--- src/rtl/sad_pkg.sv ---
// Shared constants and FSM state type for the 4x4 / 7x7 SAD array.
package sad_pkg;
    localparam int BLK     = 4;
    localparam int RNG     = 4;
    localparam int WIN     = 7;
    localparam int N_CAND  = 16;
    localparam int CUR_PIX = 16;
    localparam int REF_PIX = 49;

    typedef enum logic [2:0] {
        IDLE,
        LOAD_CUR,
        LOAD_REF,
        CALC,
        DONE
    } sad_state_t;
endpackage

--- src/rtl/sad_absdiff.sv ---
// Unsigned PIX_W-bit absolute difference |a - b|.
module sad_absdiff #(
    parameter int PIX_W = 8
) (
    input  logic [PIX_W-1:0] a_i,
    input  logic [PIX_W-1:0] b_i,
    output logic [PIX_W-1:0] diff_o
);
    assign diff_o = (a_i >= b_i) ? (a_i - b_i) : (b_i - a_i);
endmodule

--- src/rtl/sad_array.sv ---
// Full-search SAD engine: loads a 4x4 block and 7x7 window, then sums 16 candidates in parallel.
// Optional macro SAD_REF_REUSE_EN lets a job keep the previous reference window.
module sad_array
    import sad_pkg::*;
#(
    parameter int PIX_W = 8,
    parameter int SUM_W = 12
) (
    input  logic             clk,
    input  logic             rst_n,
    input  logic             start,
    input  logic             reuse_ref,
    input  logic [PIX_W-1:0] pix_in,
    input  logic             pix_valid,
    output logic             pix_ready,
    output logic             busy,
    output logic             sum_valid,
    output logic [SUM_W-1:0] sum0,
    output logic [SUM_W-1:0] sum1,
    output logic [SUM_W-1:0] sum2,
    output logic [SUM_W-1:0] sum3,
    output logic [SUM_W-1:0] sum4,
    output logic [SUM_W-1:0] sum5,
    output logic [SUM_W-1:0] sum6,
    output logic [SUM_W-1:0] sum7,
    output logic [SUM_W-1:0] sum8,
    output logic [SUM_W-1:0] sum9,
    output logic [SUM_W-1:0] sum10,
    output logic [SUM_W-1:0] sum11,
    output logic [SUM_W-1:0] sum12,
    output logic [SUM_W-1:0] sum13,
    output logic [SUM_W-1:0] sum14,
    output logic [SUM_W-1:0] sum15
);
    sad_state_t       state_q, state_d;
    logic [5:0]       cnt_q, cnt_d;
    logic             acc_clr;
    logic             skip_ref;
    logic [PIX_W-1:0] cur_q [CUR_PIX];
    logic [PIX_W-1:0] ref_q [REF_PIX];
    logic [SUM_W-1:0] acc_q [N_CAND];
    logic [PIX_W-1:0] cur_pix;
    logic [5:0]       ref_idx [N_CAND];
    logic [PIX_W-1:0] ad [N_CAND];

`ifdef SAD_REF_REUSE_EN
    logic reuse_q;
    always_ff @(posedge clk) begin
        if (!rst_n) begin
            reuse_q <= 1'b0;
        end else if (state_q == IDLE && start) begin
            reuse_q <= reuse_ref;
        end
    end
    assign skip_ref = reuse_q;
`else
    logic unused_reuse;
    assign unused_reuse = reuse_ref;
    assign skip_ref     = 1'b0;
`endif

    always_comb begin
        state_d   = state_q;
        cnt_d     = cnt_q;
        pix_ready = 1'b0;
        busy      = 1'b1;
        sum_valid = 1'b0;
        acc_clr   = 1'b0;
        unique case (state_q)
            IDLE: begin
                busy = 1'b0;
                if (start) state_d = LOAD_CUR;
            end
            LOAD_CUR: begin
                pix_ready = 1'b1;
                if (pix_valid) begin
                    if (cnt_q == 6'(CUR_PIX - 1)) begin
                        cnt_d   = '0;
                        acc_clr = skip_ref;
                        state_d = skip_ref ? CALC : LOAD_REF;
                    end else begin
                        cnt_d = cnt_q + 6'd1;
                    end
                end
            end
            LOAD_REF: begin
                pix_ready = 1'b1;
                if (pix_valid) begin
                    if (cnt_q == 6'(REF_PIX - 1)) begin
                        cnt_d   = '0;
                        acc_clr = 1'b1;
                        state_d = CALC;
                    end else begin
                        cnt_d = cnt_q + 6'd1;
                    end
                end
            end
            CALC: begin
                if (cnt_q == 6'(N_CAND - 1)) begin
                    cnt_d   = '0;
                    state_d = DONE;
                end else begin
                    cnt_d = cnt_q + 6'd1;
                end
            end
            DONE: begin
                sum_valid = 1'b1;
                state_d   = IDLE;
            end
            default: state_d = IDLE;
        endcase
    end

    // Pixel stores are never reset; a new load simply overwrites them.
    always_ff @(posedge clk) begin
        if (pix_valid && state_q == LOAD_CUR) cur_q[cnt_q[3:0]] <= pix_in;
        if (pix_valid && state_q == LOAD_REF) ref_q[cnt_q]      <= pix_in;
    end

    // In CALC, cnt_q[3:2] is the block row r and cnt_q[1:0] the column c.
    assign cur_pix = cur_q[cnt_q[3:0]];

    for (genvar n = 0; n < N_CAND; n++) begin : g_cand
        localparam logic [5:0] DY = 6'(n / RNG);
        localparam logic [5:0] DX = 6'(n % RNG);
        logic [5:0] row, col;
        assign row        = {4'b0, cnt_q[3:2]} + DY;
        assign col        = {4'b0, cnt_q[1:0]} + DX;
        assign ref_idx[n] = row * 6'(WIN) + col;
        sad_absdiff #(.PIX_W(PIX_W)) u_absdiff (
            .a_i    (cur_pix),
            .b_i    (ref_q[ref_idx[n]]),
            .diff_o (ad[n])
        );
    end

    always_ff @(posedge clk) begin
        if (!rst_n) begin
            state_q <= IDLE;
            cnt_q   <= '0;
            for (int n = 0; n < N_CAND; n++) acc_q[n] <= '0;
        end else begin
            state_q <= state_d;
            cnt_q   <= cnt_d;
            for (int n = 0; n < N_CAND; n++) begin
                if (acc_clr) begin
                    acc_q[n] <= '0;
                end else if (state_q == CALC) begin
                    acc_q[n] <= acc_q[n] + {{(SUM_W - PIX_W){1'b0}}, ad[n]};
                end
            end
        end
    end

    assign sum0  = acc_q[0];
    assign sum1  = acc_q[1];
    assign sum2  = acc_q[2];
    assign sum3  = acc_q[3];
    assign sum4  = acc_q[4];
    assign sum5  = acc_q[5];
    assign sum6  = acc_q[6];
    assign sum7  = acc_q[7];
    assign sum8  = acc_q[8];
    assign sum9  = acc_q[9];
    assign sum10 = acc_q[10];
    assign sum11 = acc_q[11];
    assign sum12 = acc_q[12];
    assign sum13 = acc_q[13];
    assign sum14 = acc_q[14];
    assign sum15 = acc_q[15];
endmodule
--- config.mk ---
export PLATFORM = sky130hd
export DESIGN_NAME = sad_array
export DESIGN_NICKNAME = d
export VERILOG_FILES = /design/src/rtl/sad_pkg.sv /design/src/rtl/sad_absdiff.sv /design/src/rtl/sad_array.sv
export SDC_FILE = /design/constraint.sdc
export NUM_CORES = 2
export LEC_CHECK = 0
export CAP_MARGIN = 5
export CORE_AREA = 2 2 537 539
export CTS_BUF_LIST = sky130_fd_sc_hd__clkbuf_4 sky130_fd_sc_hd__clkbuf_8 sky130_fd_sc_hd__clkbuf_16
export DETAILED_ROUTE_END_ITERATION = 12
export DIE_AREA = 0 0 539 541
export PLACE_DENSITY = 0.45
export REMOVE_ABC_BUFFERS = 1
export SYNTH_ARGS = -nofsm -noshare
export SYNTH_HDL_FRONTEND = slang
export SYNTH_SLANG_ARGS = --single-unit
--- constraint.sdc ---
create_clock -name clk -period 12.59 [get_ports clk]
set_clock_uncertainty 0.15 [all_clocks]
set_input_delay 2.518 -clock clk [delete_from_list [all_inputs] [get_ports clk]]
set_output_delay 2.518 -clock clk [all_outputs]
set_load 0.02 [all_outputs]
==> results.txt <==
max_slew headroom: 1.43%
Worst Tran Pin Value: 1470 ps
Routed WL: 317 mm
RSZ-0062 raised after global routing: no
Final period util: 81.2%
Fmax: 97.9 MHz
MaxCap Viol Count: 1
Core Area: 0.286 mm^2
Final setup viols: 0
Vias: 57537
FP Rows: 197
required time worst endpoint: 12970 ps
WP buf/inv: 3
most frequent cells in the layout: edfxtp_1 (712), mux4_2 (660), mux2i_1 (659), nand2_1 (410), ha_1 (406)
Yosys top cell area share: 30.0%
die height: 541 um
Hold Buf Count CTS: 0
vias in the first global route: 55570
CTS buffer count: 86
async set-reset flop share out of synthesis: 0%
Critical Path AT: 10590 ps
Max clock buf depth: 3
register area share after synthesis: 30.4%
synthesized area: 0.0712 mm^2
first-pass GRT wire length: 438 mm
Residual DRC: 0
share of layout cells above drive strength 1: 22.2%
max-slew violations: 0
CP top delay family: compound AO/OA/AOI/OAI gates
CP Capture Type: register
failing checks: max-capacitance violations
GRT overflow: 0
ys flop type: edfxtp_1
H-tree lvl count: 3
die area: 0.292 mm^2
P&R area growth vs syn: 14.6%
outcome: complete, but fails checks
hold crit path type: register to register
syn avg cell area: 11.6 um^2
final worst setup slack: 2370 ps
Post-CTS Setup Inserts: 0
Final #Nets: 6746
Worst path max stage delay: 880 ps
Worst-path clk slew: 60 ps
post-CTS sizing: 0
post-route ant nets: 0
Die Wd: 539 um
flops & latches, synth: 725
post-DP HPWL: 243 mm
I/O pins: 208
Root Driver: clkbuf_16
Initial Utilization: 24.9%
CP startpoint kind: register
Mapped Cells: 6113
Util after Layout: 28.5%
Final Hold Fails: 0
GRT Resource Usage Total: 21.0%
gpl congestion: 1.03
cell taking the most area after synthesis: edfxtp_1
drt pass-1 iters: 6
ranking of synthesized cells by area: edfxtp_1 (30%), mux4_2 (21%), mux2i_1 (9.3%)
number of synthesized flops with an enable pin: 712
most common cell after layout, fill and taps aside: edfxtp_1
crit path max fanout: 17
Port Buf Inserts: 206
dpl ws: 2610 ps
initial antenna violation count: 22
CTS tree: yes
Ys Warns: 0
initial DRC count: 6794
Worst-Skew Late Latency: 760 ps
worst-path cell with the longest stage delay: or2_0
post-synth cell types: 88
Avg Vias per Cell: 5.68
clock sink count: 725
CP most frequent cell: ha_1
drt wl/cell: 31.3 um
WS Path Type: register to register
fillcell total: 29353
fin crit period: 10220 ps
largest net degree at the start of global routing: 110
-- metal layers --
layer / track usage (%) / share of wire [%] / vias up / routed length (um)
li1: - / - / 24477 / -
met3: 5.58 / 9.5 / 629 / 30100
met2: 33.7 / 46 / 2891 / 145000
met1: 25.7 / 39 / 29528 / 122000
met5: 0.115 / 0.042 / - / 134
met4: 11.0 / 6.0 / 12 / 18900
-- state kept, by name (all words and copies together) (netlist names), named ones only --
| register | cells |
|---|---|
| ref_q | 392 |
| acc_q | 192 |
| cur_q | 128 |
| cnt_q | 6 |
| state_q | 3 |
-- cell usage after synthesis (57+ instances only) --
library cell / number
and2_1: 65
and3_1: 58
a21o_1: 88
o21ai_0: 279
fa_1: 62
edfxtp_1: 712
mux4_2: 660
nor3_1: 68
nor2_1: 398
a221oi_1: 65
xnor2_1: 143
a21oi_1: 232
clkbuf_1: 198
mux2_2: 199
a211oi_1: 97
mux2i_1: 659
o211ai_1: 111
xor2_1: 127
buf_2: 120
nand3_1: 74
nand2_1: 411
ha_1: 410
nor2b_1: 94
nand2b_1: 57
inv_1: 134
-- per-stage QoR --
| stage | TNS, ps | instance area, um^2 | hold slack (ps) | instances |
|---|---|---|---|---|
| 6_report | 0 | 81600 | 501 | 10123 |
| 5_1_grt | 0 | 81600 | 534 | 10115 |
| 4_1_cts | 0 | 81600 | 505 | 10111 |
| 3_3_place_gp | 0 | 78700 | 483 | 9953 |
| 2_1_floorplan | -1470240 | 69400 | 404 | 5719 |
| 3_5_place_dp | 0 | 78700 | 487 | 9953 |
-- worst min-delay path: cells and delay by family (launching register included) --
family / cells / cell delay [ps]
XOR/XNOR: 1 / 80
flip-flops: 1 / 380
AND/OR/NAND/NOR: 1 / 80
-- cell families (layout without fill, tap and decap cells) --
kind of cell,Yosys count,after routing,share of synthesized area (%)
other,0,11,0
AOI/OAI and AO/OA,1235,1235,11.6
adders and majority gates,474,474,8.98
buffers and inverters,532,750,3.21
xor gates and xnor gates,280,280,3.60
muxes,1520,1520,33.4
and+or+nand+nor,1347,1347,8.82
DFF,725,725,30.4
-- cell type report --
| cell class | instances | area [um^2] | share of cell area, % |
|---|---|---|---|
| multi-input cells | 4856 | 47800 | 58.5 |
| repair buffers | 454 | 4030 | 4.93 |
| well taps | 3781 | 4730 | 5.80 |
| inverters | 138 | 518 | 0.635 |
| flip-flops and latches | 725 | 21600 | 26.5 |
| clock buffers | 97 | 2230 | 2.74 |
| diodes | 11 | 27.5 | 0.0337 |
| clock inverters | 61 | 678 | 0.831 |
-- final timing paths --
| kind | endpoint | startpoint | slack [ps] | depth (start not counted) |
|---|---|---|---|---|
| setup / recovery | acc_q[1][95] | cnt_q[0] | 2370 | 27 |
| hold / removal | acc_q[0][82] | acc_q[0][82] | 500 | 2 |
| setup reg to reg | acc_q[1][95] | cnt_q[0] | 2370 | 27 |
| hold reg to reg | acc_q[0][82] | acc_q[0][82] | 500 | 2 |
Power is left out: the tool's default activity adds up to more than one toggle a clock period on the data nets, which glitch-free logic cannot reach.
